## src/rtl/target_gen_lfsr_if.sv

```systemverilog
// Target handshake between the LFSR target generator (master) and its consumer (slave).
interface target_gen_lfsr_if #(
  parameter int unsigned X_W = 8,
  parameter int unsigned Y_W = 7
) ();
  logic           req;
  logic           target_ack;
  logic           target_valid;
  logic [X_W-1:0] target_x;
  logic [Y_W-1:0] target_y;
  logic           fallback;

  modport master (
    input  req,
    input  target_ack,
    output target_valid,
    output target_x,
    output target_y,
    output fallback
  );

  modport slave (
    output req,
    output target_ack,
    input  target_valid,
    input  target_x,
    input  target_y,
    input  fallback
  );
endinterface

```

## src/rtl/target_gen_lfsr.sv

```systemverilog
// Pseudo-random playfield target generator: free-running Galois LFSR, bounded
// rejection sampling of X/Y candidates, clamped fallback, valid/ack presentation.
module target_gen_lfsr #(
  parameter int unsigned          LFSR_W     = 16,
  parameter logic [LFSR_W-1:0]    TAPS       = 16'hB400,
  parameter logic [LFSR_W-1:0]    RESET_SEED = 16'hACE1,
  parameter int unsigned          X_W        = 8,
  parameter int unsigned          Y_W        = 7,
  parameter int unsigned          X_MAX      = 159,
  parameter int unsigned          Y_MAX      = 119,
  parameter int unsigned          MAX_TRIES  = 15
) (
  input  logic              CLK,
  input  logic              RESET,
  input  logic              seed_load,
  input  logic [LFSR_W-1:0] seed,
  target_gen_lfsr_if.master tgt,
  output logic              busy,
  output logic [LFSR_W-1:0] lfsr_state
);

  localparam int unsigned TRIES_W = (MAX_TRIES > 1) ? $clog2(MAX_TRIES) : 1;
  localparam logic [TRIES_W-1:0] LAST_TRY = TRIES_W'(MAX_TRIES - 1);
  localparam logic [X_W-1:0] X_LIM = X_W'(X_MAX);
  localparam logic [Y_W-1:0] Y_LIM = Y_W'(Y_MAX);

  typedef enum logic [1:0] {StIdle, StSearch, StValid} state_e;

  state_e             state_q, state_d;
  logic [LFSR_W-1:0]  lfsr_q, lfsr_d;
  logic [TRIES_W-1:0] tries_q, tries_d;
  logic [X_W-1:0]     x_q, x_d;
  logic [Y_W-1:0]     y_q, y_d;
  logic               fb_q, fb_d;

  logic [X_W-1:0] cx, clamp_x;
  logic [Y_W-1:0] cy, clamp_y;
  logic           accept;

  // Seed zero would lock the LFSR, so it is mapped to 1.
  always_comb begin
    if (seed_load) begin
      lfsr_d = (seed == '0) ? LFSR_W'(1) : seed;
    end else if (lfsr_q[0]) begin
      lfsr_d = (lfsr_q >> 1) ^ TAPS;
    end else begin
      lfsr_d = lfsr_q >> 1;
    end
  end

  // For an accepted draw the clamp is the identity, so one latch path serves both cases.
  always_comb begin
    cx      = lfsr_q[X_W-1:0];
    cy      = lfsr_q[X_W+Y_W-1:X_W];
    accept  = (cx <= X_LIM) && (cy <= Y_LIM);
    clamp_x = (cx > X_LIM) ? X_LIM : cx;
    clamp_y = (cy > Y_LIM) ? Y_LIM : cy;
  end

  always_comb begin
    state_d = state_q;
    tries_d = tries_q;
    x_d     = x_q;
    y_d     = y_q;
    fb_d    = fb_q;
    unique case (state_q)
      StIdle: begin
        if (tgt.req) begin
          if (accept || (MAX_TRIES == 1)) begin
            x_d     = clamp_x;
            y_d     = clamp_y;
            fb_d    = ~accept;
            tries_d = '0;
            state_d = StValid;
          end else begin
            tries_d = TRIES_W'(1);
            state_d = StSearch;
          end
        end
      end
      StSearch: begin
        if (accept || (tries_q == LAST_TRY)) begin
          x_d     = clamp_x;
          y_d     = clamp_y;
          fb_d    = ~accept;
          tries_d = '0;
          state_d = StValid;
        end else begin
          tries_d = tries_q + TRIES_W'(1);
        end
      end
      StValid: begin
        if (tgt.target_ack) begin
          state_d = StIdle;
        end
      end
      default: begin
        state_d = StIdle;
        tries_d = '0;
      end
    endcase
  end

  always_ff @(posedge CLK or posedge RESET) begin
    if (RESET) begin
      state_q <= StIdle;
      lfsr_q  <= RESET_SEED;
      tries_q <= '0;
      x_q     <= '0;
      y_q     <= '0;
      fb_q    <= 1'b0;
    end else begin
      state_q <= state_d;
      lfsr_q  <= lfsr_d;
      tries_q <= tries_d;
      x_q     <= x_d;
      y_q     <= y_d;
      fb_q    <= fb_d;
    end
  end

  assign tgt.target_valid = (state_q == StValid);
  assign tgt.target_x     = x_q;
  assign tgt.target_y     = y_q;
  assign tgt.fallback     = fb_q;
  assign busy             = (state_q == StSearch);
  assign lfsr_state       = lfsr_q;

endmodule
```

## src/flat_wrapper.sv

```systemverilog
// flat-port wrapper written by rule: the top's interface ports become plain ports
module target_gen_lfsr_flat 
#(
  parameter int unsigned          LFSR_W     = 16,
  parameter logic [LFSR_W-1:0]    TAPS       = 16'hB400,
  parameter logic [LFSR_W-1:0]    RESET_SEED = 16'hACE1,
  parameter int unsigned          X_W        = 8,
  parameter int unsigned          Y_W        = 7,
  parameter int unsigned          X_MAX      = 159,
  parameter int unsigned          Y_MAX      = 119,
  parameter int unsigned          MAX_TRIES  = 15
)
  (CLK, RESET, seed_load, seed, busy, lfsr_state, tgt_req, tgt_target_ack, tgt_target_valid, tgt_target_x, tgt_target_y, tgt_fallback);
  target_gen_lfsr_if #(.X_W(X_W), .Y_W(Y_W)) tgt_i ();
  input  logic CLK;
  input  logic RESET;
  input  logic seed_load;
  input  logic [LFSR_W-1:0] seed;
  output logic busy;
  output logic [LFSR_W-1:0] lfsr_state;
  input wire logic [$bits(tgt_i.req)-1:0] tgt_req;
  input wire logic [$bits(tgt_i.target_ack)-1:0] tgt_target_ack;
  output wire logic [$bits(tgt_i.target_valid)-1:0] tgt_target_valid;
  output wire logic [$bits(tgt_i.target_x)-1:0] tgt_target_x;
  output wire logic [$bits(tgt_i.target_y)-1:0] tgt_target_y;
  output wire logic [$bits(tgt_i.fallback)-1:0] tgt_fallback;
  assign tgt_i.req = tgt_req;
  assign tgt_i.target_ack = tgt_target_ack;
  assign tgt_target_valid = tgt_i.target_valid;
  assign tgt_target_x = tgt_i.target_x;
  assign tgt_target_y = tgt_i.target_y;
  assign tgt_fallback = tgt_i.fallback;
  target_gen_lfsr #(.LFSR_W(LFSR_W), .TAPS(TAPS), .RESET_SEED(RESET_SEED), .X_W(X_W), .Y_W(Y_W), .X_MAX(X_MAX), .Y_MAX(Y_MAX), .MAX_TRIES(MAX_TRIES)) u_core (.CLK(CLK), .RESET(RESET), .seed_load(seed_load), .seed(seed), .tgt(tgt_i), .busy(busy), .lfsr_state(lfsr_state));
endmodule
```

## config.mk

```make
export PLATFORM = sky130hd
export DESIGN_NAME = target_gen_lfsr_flat
export DESIGN_NICKNAME = d
export VERILOG_FILES = /design/src/rtl/target_gen_lfsr_if.sv /design/src/rtl/target_gen_lfsr.sv /design/src/flat_wrapper.sv
export SDC_FILE = /design/constraint.sdc
export NUM_CORES = 1
export LEC_CHECK = 0
export ABC_AREA = 1
export ABC_CLOCK_PERIOD_IN_PS = 1600
export CAP_MARGIN = 20
export CORE_UTILIZATION = 47
export DETAILED_ROUTE_END_ITERATION = 8
export GPL_TIMING_DRIVEN = 0
export PLACE_DENSITY = 0.77
export SYNTH_ARGS = -nofsm -noshare
export SYNTH_HDL_FRONTEND = slang
export SYNTH_SLANG_ARGS = --single-unit
```

## constraint.sdc

```tcl
create_clock -name CLK -period 1.6 [get_ports CLK]
set_input_delay 0.32 -clock CLK [delete_from_list [all_inputs] [get_ports CLK]]
set_output_delay 0.32 -clock CLK [all_outputs]
set_load 0.02 [all_outputs]
```

==> impl_metrics.toml, run 1 <==
[finish]
fillCellCount = 325
diodes = 0
layout.nets = 307
layout-drive-gt1-share_pct = 17.5
syn_to_final_growth_pct = 38.6
multiInputGateArea_sq_um = 757
final-seq-area_sq_um = 962
final_cells = 333

[power]
leakage_nw = 1.45
ir_drop_mv = 0.682
finalPower_mw = 3.72
powerDensity_nw_per_um2 = 1430

[critical_path]
path_cells = "clkdlybuf4s50_1"
crit_path_end_kind = "output port"
critical_path_class = "flop to output port"
critPathLaunch = "u_core.tgt.target_y[6]$_DFFE_PP0P_"
max_stage_delay_ps = 600
crit_fanout = 2
cp_data_required_time_ps = 1280
critical-path-top-delay-family = "buffers and inverters"
setup.worst_path.end = "tgt_target_y[6]"
path_depth = 1
reg2reg_setup_slack_ps = 120
reg2reg_from = "u_core.tries_q[0]$_DFFE_PP0P_"
reg2reg_depth = 10
cp.arrival_ps = 1250
timing.rr.end = "u_core.tgt.fallback$_DFFE_PP0P_"
crit_buf_inv = 1
cp_slowest_cell = "clkdlybuf4s50_1"
start_kind = "flop"

[placed_design]
pre_cts_ws_ps = -159
port-buffer-count = 54
gp_congestion = 0.779
hpwl_mm = 3.00
dpl.cell_count = 322

[synthesis]
synth_seq_cells = 38
avgSynthCellArea_sq_um = 8.51
synth_cells = 220
synth.distinct_cells = 31
synth_top_cell_area_share_pct = 40.1
synth_top_cell_by_area = "dfrtp_1"
ys_seq_area_share_pct = 51.3
ys_warn_count = 0
syn_area_sq_um = 1870
synth_area_leaders = "dfrtp_1 40%, nand2_1 12%, dfstp_2 11%"
synth_nets = 243

[clock_tree]
htreeDepth = 2
clkSinkCount = 38
clockBufferDepth = 2
clock_latency_ps = 290
cts_tree = "built"
cts-buffers-inserted = 5
root_buffer = "clkbuf_8"
cts.clk_slew.worst_paths_ps = 70

[grt]
grt-ovfl-total = 0
grt_pass1_wl_mm = 6.83
grt_usage_pct = 21.5
grt_pass1_vias = 1540
grt_max_degree = 39
antenna_found_initial = 0

[die]
fp.dieArea_sq_um = 4240
die_x_microns = 65.1
rows = 22
die_h_microns = 65.1
coreArea_sq_um = 3740
initial_core_util_pct = 50.0
io_pins = 55

[sta]
worstMarginPinSlew_ps = 754
drv_slew = 0
finalCriticalPeriod_ps = 1570
hold_violations = 0
max_slew_margin_pct = 49.6
timing.fmax_ghz = 0.636
finalSetupViolCount = 0
setup_tns_ps = 0
clock_skew_ps = 8.93
rsz0062_at_grt = "false"
finalCritPeriodShare_pct = 98.3
setup_slack_ps = 26.4

[detailed_routing]
antenna_left = 0
routed_wl_mm = 4.01
vias = 1636
route.detailed.drc = 0
via_per_inst = 4.91
drtIter0Drc = 84
firstDrtPassIters = 4
post_drt_wl_per_cell_microns = 12.1

[min_path]
hold_class = "flop to flop"

[job]
cap_violations = 0

[outcome]
status = "finished clean"
area by class of cell:
class	instances	area share, %
well taps	48	2.31
clock buffers	8	3.08
repair buffers	57	22.4
inverters	28	4.14
flip-flops and latches	38	37.1
multi-input cells	148	29.2
plain buffers	6	1.83
metal layers:
layer  GRT usage [%]  vias to the layer above  wire length, microns
li1                -                      823                     -
met1            26.7                      743                  1740
met2            34.5                       63                  1870
met3            7.81                        7                   345
met4            7.61                        0                    55
met5               0                        -                     0
synthesized netlist by cell type:
cell and count:
inv_4 1, buf_2 1, dfstp_2 8, clkbuf_1 3
dfrtp_1 30, nand2_4 1, a21oi_1 2, nand2_2 14
buf_12 1, inv_2 4, o22ai_1 1, nand2_1 61
xor2_1 1, or2_2 1, clkinv_1 1, a21oi_4 1
inv_1 22, nor2_4 1, nor2_1 14, o21ai_0 17
or2_1 1, xnor2_1 1, nand3_4 1, ha_1 2
o21ai_2 1, o21ai_4 2, buf_6 1, nand3_1 23
nand4_1 1, a22oi_1 1, nor3_1 1
how the worst min path moves through the flow:
stage	startpoint	depth (start not counted)	slack, ps	to
CTS	u_core.tgt.target_y[4]$_DFFE_PP0P_	2	480	u_core.tgt.target_y[4]$_DFFE_PP0P_
global placement	u_core.tgt.target_y[4]$_DFFE_PP0P_	2	460	u_core.tgt.target_y[4]$_DFFE_PP0P_
floorplan	seed_load	1	390	u_core.lfsr_state[15]$_DFF_PP1_
finish	u_core.tgt.target_y[4]$_DFFE_PP0P_	2	470	u_core.tgt.target_y[4]$_DFFE_PP0P_
global route	u_core.tgt.target_y[6]$_DFFE_PP0P_	2	500	u_core.tgt.target_y[6]$_DFFE_PP0P_
detailed placement	u_core.tgt.target_y[4]$_DFFE_PP0P_	2	470	u_core.tgt.target_y[4]$_DFFE_PP0P_
layout by cell type, fill, tap and decap left out, drive strengths merged:
cell type,instances
o21ai,20
a22oi,1
xor2,1
buf,6
clkdlybuf4s50,23
nand4,1
nand3,24
dlymetal6s2s,16
a21oi,3
nor2,15
o22ai,1
or2,2
nand2,76
dfrtp,30
dlygate4sd2,13
xnor2,1
nor3,1
inv,27
clkinv,1
dfstp,8
ha,2
clkbuf,12
clkdlybuf4s15,1
where the power goes:
part / total (mW) / switching (mW) / internal, mW
Combinational: 1.67 / 0.956 / 0.712
Clock: 0.620 / 0.311 / 0.309
Sequential: 1.43 / 0.192 / 1.24
Total: 3.72 / 1.46 / 2.26
registers in the layout, indices dropped and copies added (netlist names):
register             count
u_core.lfsr_state       16
u_core.state_q           2
u_core.tgt.fallback      1
u_core.tgt.target_x      8
u_core.tgt.target_y      7
u_core.tries_q           4
cells by family (layout without fill, tap and decap cells):
logic type	count (synthesis)	count (layout)	synth area share (%)
compound gates	25	25	8.88
xor+xnor	2	2	0.935
fa+ha+maj	2	2	1.34
buf+inv	34	99	8.28
flops	38	38	51.3
simple gates	119	119	29.3
stage by stage:
step           instance area (sq um)  hold WS (ps)  util, %
2_1_floorplan                   1870           395        -
3_3_place_gp                    2470           457     66.1
3_5_place_dp                    2470           468     66.1
4_1_cts                         2540           479     67.7
5_1_grt                         2600           503     69.4
6_report                        2600           466     69.4
repair_timing:
action / in CTS / in global routing
hold buffers: 0 / 0
gates resized for setup: 16 / 20
endpoints found under the setup margin: 15 / 27
pin swaps: 0 / 2
buffers inserted: 0 / 3
No activity file was read; power rests on OpenSTA's default activity.
==> inputs of run 2 (changes only) <==
--- a/config.mk
+++ b/config.mk
@@ -9,6 +9,7 @@
 export ABC_CLOCK_PERIOD_IN_PS = 1600
 export CAP_MARGIN = 20
 export CORE_UTILIZATION = 47
+export CTS_CLUSTER_DIAMETER = 150
 export DETAILED_ROUTE_END_ITERATION = 8
 export GPL_TIMING_DRIVEN = 0
 export PLACE_DENSITY = 0.77
==> results of run 2 <==
Same layout as run 1: the final DEF is identical, and so are final timing and power.
==> inputs of run 3 (changes only) <==
--- a/config.mk
+++ b/config.mk
@@ -6,8 +6,9 @@
 export NUM_CORES = 1
 export LEC_CHECK = 0
 export ABC_AREA = 1
-export ABC_CLOCK_PERIOD_IN_PS = 1600
+export ABC_CLOCK_PERIOD_IN_PS = 1650
 export CAP_MARGIN = 20
+export CORE_MARGIN = 5
 export CORE_UTILIZATION = 47
 export CTS_CLUSTER_DIAMETER = 150
 export DETAILED_ROUTE_END_ITERATION = 8
==> constraint.sdc (replaced) <==
create_clock -name CLK -period 1.65 [get_ports CLK]
set_input_delay 0.33 -clock CLK [delete_from_list [all_inputs] [get_ports CLK]]
set_output_delay 0.33 -clock CLK [all_outputs]
set_load 0.02 [all_outputs]
==> impl_metrics.toml, run 3 (synthesis gave the netlist of run 1 again) <==
[outcome]
status = "finished clean"

[clock_tree]
cts_tree = "built"
clock_latency_ps = 290
cts-buffers-inserted = 5
cts.clk_slew.worst_paths_ps = 70
clockBufferDepth = 2
cts_hold_buffers = 0
root_buffer = "clkbuf_8"
clkSinkCount = 38
htreeDepth = 2

[detailed_routing]
firstDrtPassIters = 4
post_drt_wl_per_cell_microns = 12.5
route.detailed.drc = 0
wl_met3_microns = 328
antenna_left = 0
met2_length_mm = 1.98
vias = 1603
via_per_inst = 4.79
drtIter0Drc = 97
highest_layer = "met4"
routed_wl_mm = 4.20
drt-met1-wl_mm = 1.83

[critical_path]
crit_buf_inv = 1
path_cells = "clkdlybuf4s50_1"
cp.arrival_ps = 1270
crit_path_end_kind = "output port"
cp_data_required_time_ps = 1320
max_stage_delay_ps = 610
cp_slowest_cell = "clkdlybuf4s50_1"
critical-path-top-delay-family = "buffers and inverters"
crit_fanout = 2
critical_path_class = "flop to output port"
start_kind = "flop"

[sta]
max_slew_margin_pct = 48.0
finalSetupViolCount = 0
clock_skew_ps = 7.14
setup_tns_ps = 0
drv_slew = 0
hold_violations = 0
finalCriticalPeriod_ps = 1600
worstMarginPinSlew_ps = 778
holdWs_ps = 471
rsz0062_at_grt = "false"
timing.fmax_ghz = 0.625
finalCritPeriodShare_pct = 97.0
setup_slack_ps = 49.7

[die]
coreArea_sq_um = 3940
initial_core_util_pct = 47.5
io_pins = 55
die_h_microns = 73.1
fp.dieArea_sq_um = 5350
die_x_microns = 73.1
rows = 23

[grt]
grt_pass1_vias = 1580
grt_pass1_wl_mm = 7.14
grt-ovfl-total = 0
grt_max_degree = 39
grt_usage_pct = 17.5
antenna_found_initial = 0

[placed_design]
pre_cts_ws_ps = -55.8
dpl.cell_count = 324
place_area_sq_um = 2480
gp_congestion = 0.801
hpwl_mm = 3.21
port-buffer-count = 54

[finish]
diodes = 0
syn_to_final_growth_pct = 37.2
layout.nets = 307
largest_reg_flops = 16
layout-drive-gt1-share_pct = 17.2
design_area_sq_um = 2570
layout_common_cells = "61 x nand2_1, 40 x clkdlybuf4s50_1, 29 x dfrtp_1"
final_cells = 335
final_core_util_pct = 65.2
final_common_cell = "nand2_1"

[job]
cap_violations = 0

[min_path]
hold_class = "flop to flop"

[power]
leakage_nw = 1.28
finalPower_mw = 3.65
powerDensity_nw_per_um2 = 1420
ir_drop_mv = 0.709
==> run 3: changes by cell type in the layout (fill, tap and decap cells not counted), sizes merged <==
cell	previous run	this run
dlygate4sd2	13	10
clkdlybuf4s50	23	40
dlymetal6s2s	16	3
clkdlybuf4s15	1	0
==> run 3: report_power, final <==
| group | internal, mW | switching (mW) |
|---|---|---|
| logic | 0.733 | 0.924 |
| registers | 1.20 | 0.187 |
| clock network | 0.300 | 0.309 |
| total | 2.23 | 1.42 |
==> run 3: cell type report <==
cell class	instances	area, sq um
clock buffer	8	80.1
multi-input combinational	148	757
inverter	28	108
buffer	6	47.5
fill	349	1370
sequential	38	962
timing repair buffer	57	553
tap	50	62.6
==> run 3: per-layer routing <==
metal / GRT usage [%] / up-vias
li1: - / 817
met1: 22.7 / 735
met2: 27.5 / 44
met3: 5.65 / 7
met4: 6.15 / 0
met5: 0 / -
==> run 3: timing repair <==
action | CTS | global route
buffers inserted | 0 | 3
gates resized for setup | 12 | 5
setup endpoints to repair | 11 | 13
pin swaps | 0 | 2
==> run 3: final timing paths <==
| check | startpoint | to | slack (ps) | depth (start not counted) |
|---|---|---|---|---|
| max | u_core.tgt.target_x[6]$_DFFE_PP0P_ | tgt_target_x[6] | 50 | 1 |
| max reg2reg | u_core.tries_q[0]$_DFFE_PP0P_ | u_core.tgt.target_y[5]$_DFFE_PP0P_ | 130 | 10 |
| min | u_core.tgt.target_y[4]$_DFFE_PP0P_ | u_core.tgt.target_y[4]$_DFFE_PP0P_ | 470 | 2 |
| min reg2reg | u_core.tgt.target_y[4]$_DFFE_PP0P_ | u_core.tgt.target_y[4]$_DFFE_PP0P_ | 470 | 2 |
| max in group asynchronous | RESET | u_core.state_q[1]$_DFFE_PP0P_ | 600 | 2 |
| min in group asynchronous | RESET | u_core.tgt.target_x[4]$_DFFE_PP0P_ | 500 | 2 |
==> run 3: worst min-delay path, stage by stage, from the launching register on <==
cell     delay (ps)
dfrtp_1         340
nand2_1          50
nand2_1          40
